[config.mk]
export PLATFORM = sky130hd
export DESIGN_NAME = pc_redirect_unit_flat
export DESIGN_NICKNAME = d
export VERILOG_FILES = /design/src/rtl/pc_redirect_if.sv /design/src/rtl/pc_redirect_unit.sv /design/src/flat_wrapper.sv
export SDC_FILE = /design/constraint.sdc
export NUM_CORES = 1
export LEC_CHECK = 0
export CAP_MARGIN = 20
export CORE_MARGIN = 5
export CORE_UTILIZATION = 40
export DETAILED_ROUTE_END_ITERATION = 16
export GPL_TIMING_DRIVEN = 0
export PLACE_DENSITY = 0.79
export SLEW_MARGIN = 20
export SYNTH_ARGS = -nofsm -noshare
export SYNTH_HDL_FRONTEND = slang
export SYNTH_SLANG_ARGS = --single-unit
[constraint.sdc]
create_clock -name clk -period 3.17 [get_ports clk]
set_input_delay 0.317 -clock clk [delete_from_list [all_inputs] [get_ports clk]]
set_output_delay 0.317 -clock clk [all_outputs]
set_load 0.01 [all_outputs]
[src/rtl/pc_redirect_if.sv]
// Fetch-side bundle for the next-PC stage: redirect/prediction inputs and PC/IF-mux outputs.
interface pc_redirect_if #(
  parameter int unsigned XLEN    = 32,
  parameter int unsigned NUM_SRC = 4
);
  localparam int unsigned SRCW = (NUM_SRC > 1) ? $clog2(NUM_SRC) : 1;

  logic                    stall_i;
  logic [NUM_SRC-1:0]      redir_valid_i;
  logic [NUM_SRC*XLEN-1:0] redir_pc_i;
  logic                    pred_valid_i;
  logic [XLEN-1:0]         pred_pc_i;
  logic [XLEN-1:0]         pc_o;
  logic [XLEN-1:0]         pc_plus4_o;
  logic                    ifmux_sel_o;
  logic                    redir_taken_o;
  logic [SRCW-1:0]         redir_src_o;
  logic                    pending_o;

  modport master (
    output stall_i, redir_valid_i, redir_pc_i, pred_valid_i, pred_pc_i,
    input  pc_o, pc_plus4_o, ifmux_sel_o, redir_taken_o, redir_src_o, pending_o
  );

  modport slave (
    input  stall_i, redir_valid_i, redir_pc_i, pred_valid_i, pred_pc_i,
    output pc_o, pc_plus4_o, ifmux_sel_o, redir_taken_o, redir_src_o, pending_o
  );
endinterface

[src/rtl/pc_redirect_unit.sv]
// Next-PC stage: owns the fetch PC, arbitrates redirect sources against BTB and PC+4,
// parks redirects seen during a stall and injects flush bubbles into IF.
module pc_redirect_unit #(
  parameter int unsigned     XLEN          = 32,
  parameter int unsigned     NUM_SRC       = 4,
  parameter logic [XLEN-1:0] RESET_PC      = 32'h0000_0060,
  parameter int unsigned     FLUSH_BUBBLES = 2
) (
  input logic           clk,
  input logic           rst,
  pc_redirect_if.slave  bus
);
  localparam int unsigned SRCW = (NUM_SRC > 1) ? $clog2(NUM_SRC) : 1;
  localparam int unsigned CW   = (FLUSH_BUBBLES > 0) ? $clog2(FLUSH_BUBBLES + 1) : 1;
  localparam logic [XLEN-1:0] ALIGN = {{(XLEN-2){1'b1}}, 2'b00};

  logic [XLEN-1:0] pc_q;
  logic            pend_q;
  logic [SRCW-1:0] pend_idx_q;
  logic [XLEN-1:0] pend_pc_q;
  logic [CW-1:0]   cnt_q;
  logic            taken_q;
  logic [SRCW-1:0] src_q;

  logic            cand_v;
  logic [SRCW-1:0] cand_idx;
  logic [XLEN-1:0] cand_pc;

  // Ascending scan: first hit is the lowest index; at a given index the live
  // request is checked before the parked one so it wins the tie.
  always_comb begin
    cand_v   = 1'b0;
    cand_idx = '0;
    cand_pc  = '0;
    for (int unsigned i = 0; i < NUM_SRC; i++) begin
      if (!cand_v) begin
        if (bus.redir_valid_i[i]) begin
          cand_v   = 1'b1;
          cand_idx = SRCW'(i);
          cand_pc  = bus.redir_pc_i[i*XLEN +: XLEN] & ALIGN;
        end else if (pend_q && (pend_idx_q == SRCW'(i))) begin
          cand_v   = 1'b1;
          cand_idx = pend_idx_q;
          cand_pc  = pend_pc_q;
        end
      end
    end
  end

  always_ff @(posedge clk) begin
    if (rst) begin
      pc_q       <= RESET_PC;
      pend_q     <= 1'b0;
      pend_idx_q <= '0;
      pend_pc_q  <= '0;
      cnt_q      <= '0;
      taken_q    <= 1'b0;
      src_q      <= '0;
    end else if (bus.stall_i) begin
      taken_q <= 1'b0;
      if (cand_v) begin
        pend_q     <= 1'b1;
        pend_idx_q <= cand_idx;
        pend_pc_q  <= cand_pc;
      end
    end else if (cand_v) begin
      pc_q    <= cand_pc;
      pend_q  <= 1'b0;
      taken_q <= 1'b1;
      src_q   <= cand_idx;
      cnt_q   <= CW'(FLUSH_BUBBLES);
    end else begin
      taken_q <= 1'b0;
      pc_q    <= bus.pred_valid_i ? (bus.pred_pc_i & ALIGN) : (pc_q + XLEN'(4));
      if (cnt_q != '0) cnt_q <= cnt_q - CW'(1);
    end
  end

  assign bus.pc_o          = pc_q;
  assign bus.pc_plus4_o    = pc_q + XLEN'(4);
  assign bus.ifmux_sel_o   = (cnt_q != '0);
  assign bus.redir_taken_o = taken_q;
  assign bus.redir_src_o   = src_q;
  assign bus.pending_o     = pend_q;
endmodule

[src/flat_wrapper.sv]
// flat-port wrapper written by rule: the top's interface ports become plain ports
module pc_redirect_unit_flat 
#(
  parameter int unsigned     XLEN          = 32,
  parameter int unsigned     NUM_SRC       = 4,
  parameter logic [XLEN-1:0] RESET_PC      = 32'h0000_0060,
  parameter int unsigned     FLUSH_BUBBLES = 2
)
  (clk, rst, bus_stall_i, bus_redir_valid_i, bus_redir_pc_i, bus_pred_valid_i, bus_pred_pc_i, bus_pc_o, bus_pc_plus4_o, bus_ifmux_sel_o, bus_redir_taken_o, bus_redir_src_o, bus_pending_o);
  pc_redirect_if #(.XLEN(XLEN), .NUM_SRC(NUM_SRC)) bus_i ();
  input logic clk;
  input logic rst;
  input wire logic [$bits(bus_i.stall_i)-1:0] bus_stall_i;
  input wire logic [$bits(bus_i.redir_valid_i)-1:0] bus_redir_valid_i;
  input wire logic [$bits(bus_i.redir_pc_i)-1:0] bus_redir_pc_i;
  input wire logic [$bits(bus_i.pred_valid_i)-1:0] bus_pred_valid_i;
  input wire logic [$bits(bus_i.pred_pc_i)-1:0] bus_pred_pc_i;
  output wire logic [$bits(bus_i.pc_o)-1:0] bus_pc_o;
  output wire logic [$bits(bus_i.pc_plus4_o)-1:0] bus_pc_plus4_o;
  output wire logic [$bits(bus_i.ifmux_sel_o)-1:0] bus_ifmux_sel_o;
  output wire logic [$bits(bus_i.redir_taken_o)-1:0] bus_redir_taken_o;
  output wire logic [$bits(bus_i.redir_src_o)-1:0] bus_redir_src_o;
  output wire logic [$bits(bus_i.pending_o)-1:0] bus_pending_o;
  assign bus_i.stall_i = bus_stall_i;
  assign bus_i.redir_valid_i = bus_redir_valid_i;
  assign bus_i.redir_pc_i = bus_redir_pc_i;
  assign bus_i.pred_valid_i = bus_pred_valid_i;
  assign bus_i.pred_pc_i = bus_pred_pc_i;
  assign bus_pc_o = bus_i.pc_o;
  assign bus_pc_plus4_o = bus_i.pc_plus4_o;
  assign bus_ifmux_sel_o = bus_i.ifmux_sel_o;
  assign bus_redir_taken_o = bus_i.redir_taken_o;
  assign bus_redir_src_o = bus_i.redir_src_o;
  assign bus_pending_o = bus_i.pending_o;
  pc_redirect_unit #(.XLEN(XLEN), .NUM_SRC(NUM_SRC), .RESET_PC(RESET_PC), .FLUSH_BUBBLES(FLUSH_BUBBLES)) u_core (.clk(clk), .rst(rst), .bus(bus_i));
endmodule
==> out/qor.txt <==
Switch share = 0.2989
Final Non-Filler Cells = 1063
Ys Warns = 0
Tot GR Track Use = 0.2854
Post-synth EDFFs = 0
Largest net degree at the start of global routing = 13
GR peak layer = met2
Total of max-cap violations = 0
Cell count along the critical path = 8
Vias in the first global route = 6169
Worst setup EP type = output pin
Most frequent CP cell = buf_4
Dpl cells = 1043
Average size of a mapped cell = 7.748 µm²
CP top delay family = buffers and inverters
Diode count = 0
CTS buffer count = 9
Port bufs = 222
Pwr Total = 2.867 mW
WL per Instance = 21.18 µm
Max Clk Rate = 326.5 MHz
Share of layout cells above drive strength 1 = 0.06397
DRC = 0
Cell Pwr Density = 365.8 nW/µm²
Worst-Margin Slew = 857.6 ps
Final Hold Viols = 0
Reg2reg path depth = 7
Hold path depth = 2
P_leak = 2.761 nW
Die extent in y = 122.1 µm
CP peak stage delay = 530 ps
Post-Syn Area = 5029 µm²
CP required = 2850 ps
Syn nets = 819
DIE AREA = 14910 µm²
Critical path launch point type = flip-flop
FF+latch count, synth = 72
Gate power share = 0.277
Fin crit share = 0.9662
Core region area = 12470 µm²
Kind of critical path = flip-flop to output pin
I/O pins = 237
Critical path arrival = 2750 ps
Synth Instances = 649
RD Place Congestion = 0.9715
CTS tree = done
Flop pwr share = 0.357
Int Power = 2.010 mW
Post-route design area = 7839 µm²
Synth cell types = 68
Depth of the CTS H-tree = 3
Clk_lat worst skew = 340 ps
Fin. max-slew vios = 0
Die X-Extent = 122.1 µm
Global routing usage on met3 = 0.05478
Vias/cell = 6.169
HPWL after DPL = 17010 µm
Crit-path max FO = 6
Crit path max-delay cell type = clkdlybuf4s50_1
Worst vdd ir = 0.0002372 V
Status = completed
Clk pwr share = 0.366
Commonest non-fill, non-tap cell in the layout = clkdlybuf4s50_1
First-pass iteration count of the detailed router = 8
Fraction of registers with async set/reset = 0
Net Sw Power = 0.8571 mW
Number of routed nets with antenna violations = 0
Final wirelength = 22520 µm
CP cell instances = ha_2 > and4_1 > nand4_1 > buf_4 > buf_4 > nor3_1 > or2_2 > clkdlybuf4s50_1
CTS Sinks = 72
Met1 Resource Use GR = 0.3755
Filler instances = 1096
GRT Residual Overflow = 0
Final nets = 1056
Max transition margin = 0.4251
Sequential cell area fraction in the yosys report = 0.2866
Worst-path clk slew = 60 ps
Cell Rows = 41
Clock Tree Buf Depth = 2
Tmin final = 3063 ps
Ys flop type = dfxtp_1
Final Setup Violations = 0
Vias post-DR = 6558
DP Area = 7471 µm²
Setup Skew = 7.673 ps
Met2 usage = 0.4651
Root Buffer = clkbuf_16
Commonest non-fill, non-tap cells in the layout = 222 x clkdlybuf4s50_1, 72 x dfxtp_1, 50 x nor2_1
Iter 0 DRT Violations = 715
Area growth, synth to finish = 55.88%
Starting density of the core = 0.4034
CTS Hold Bufs = 0
Hold Crit Class = flip-flop to flip-flop
Initial antenna violation count = 0
First-pass GRT wire length = 33390 µm
Worst Path Buf+Inv = 3
area by class of cell:
type | instances | area, µm² | share of cell area
Clock buffer | 12 | 246.5 | 0.03144
Buffer | 65 | 272.8 | 0.03480
Timing Repair Buffer | 227 | 2260 | 0.2883
Clock inverter | 4 | 53.80 | 0.006864
Inverter | 36 | 135.1 | 0.01724
Sequential cell | 72 | 1441 | 0.1839
Multi-Input combinational cell | 475 | 3214 | 0.4101
Tap cell | 172 | 215.2 | 0.02745
power by group through the flow:
| stage | sequential, mW | clock (mW) | combinational, mW |
|---|---|---|---|
| 6_report | 1.02 | 1.05 | 0.794 |
| 5_1_grt | 1.03 | 1.09 | 0.837 |
| 4_1_cts | 1.02 | 1.04 | 0.780 |
| 3_5_place_dp | 1.04 | 0 | 0.776 |
| 3_3_place_gp | 1.04 | 0 | 0.770 |
| 2_1_floorplan | 1.04 | 0 | 0.331 |
cells by family (layout without fill, tap and decap cells):
| logic type | after synthesis | in the layout | share of synthesized area |
|---|---|---|---|
| AND/OR/NAND/NOR | 228 | 228 | 0.2384 |
| AO/OA/AOI/OAI | 207 | 207 | 0.3185 |
| buffers and inverters | 102 | 344 | 0.08161 |
| flip-flops | 72 | 72 | 0.2866 |
| XOR/XNOR | 26 | 26 | 0.04529 |
| multiplexers | 12 | 12 | 0.02463 |
| adder cells (fa/ha/maj) | 2 | 2 | 0.004976 |
routing by layer:
layer,wire (µm),up-vias
met1,8766,3062
met5,0,-
met4,780,0
met3,2548,65
met2,10420,445
li1,-,2986
metrics by stage:
step | TNS, ps | utilization | worst slack, ps | hold WS [ps]
finish | 0 | 0.6288 | 107.1 | 462.6
global route | -19.71 | 0.6288 | -18.99 | 479.6
CTS | 0 | 0.6243 | 42.03 | 463.8
detailed placement | 0 | 0.5993 | 177.0 | 452.3
global placement | 0 | 0.5989 | 135.5 | 449.9
floorplan | 0 | - | 1042 | 436.9
repair_timing:
item	in CTS	in global routing
endpoints found under the hold margin	0	0
resized for setup	0	9
setup buffers	2	3
setup endpoints to repair	7	12
cells in the mapped netlist, types with 3 or more instances:
cell type  count  area share
buf_1          4      0.0030
nor3_1        18       0.018
a21oi_1       24       0.024
nand3_1       36       0.036
o21ai_1        8      0.0080
nand2b_1       4      0.0050
o211ai_1       4      0.0060
or4_1          3      0.0045
o31a_1         3      0.0052
nor2b_1        7      0.0087
dfxtp_1       72        0.29
clkbuf_1      46       0.034
and3_1        10       0.012
o21a_1         4      0.0060
mux2i_1        9       0.018
nor2_1        50       0.037
and4_1         6       0.010
nand4_1       31       0.039
a221o_1       12       0.024
inv_1         36       0.027
xor2_1        12       0.021
mux2_2         3      0.0067
buf_2         13       0.013
a211oi_1      23       0.034
a32oi_1       25       0.044
and2_1         7      0.0087
nand2_1       37       0.028
nor4_1         4      0.0050
a32o_1        11       0.022
xnor2_1       14       0.024
a221oi_1       4      0.0070
o31ai_1        5      0.0075
o21ai_0       14       0.014
buf_4          3      0.0045
o2111ai_1     21       0.037
a22oi_1       17       0.025
a22o_1         3      0.0052
o311ai_0       3      0.0052
state kept, by name (all words and copies together), names as in the netlist:
| register | cells |
|---|---|
| u_core.bus.pc_o | 32 |
| u_core.bus.redir_taken_o | 1 |
| u_core.cnt_q | 2 |
| u_core.bus.pending_o | 1 |
| u_core.pend_pc_q | 32 |
| u_core.pend_idx_q | 2 |
| u_core.bus.redir_src_o | 2 |
final timing paths:
kind                         from                   end  slack, ps
min reg2reg  u_core.pend_pc_q[11]  u_core.pend_pc_q[11]        460
min          u_core.pend_pc_q[11]  u_core.pend_pc_q[11]        460
max            u_core.bus.pc_o[2]    bus_pc_plus4_o[16]        110
max reg2reg  u_core.bus.pending_o   u_core.bus.pc_o[17]        560
tightest hold or removal path: stages (launching register included):
cell and delay [ps]:
dfxtp_1 290, inv_1 60, a211oi_1 60
No activity file was read; power rests on OpenSTA's default activity.
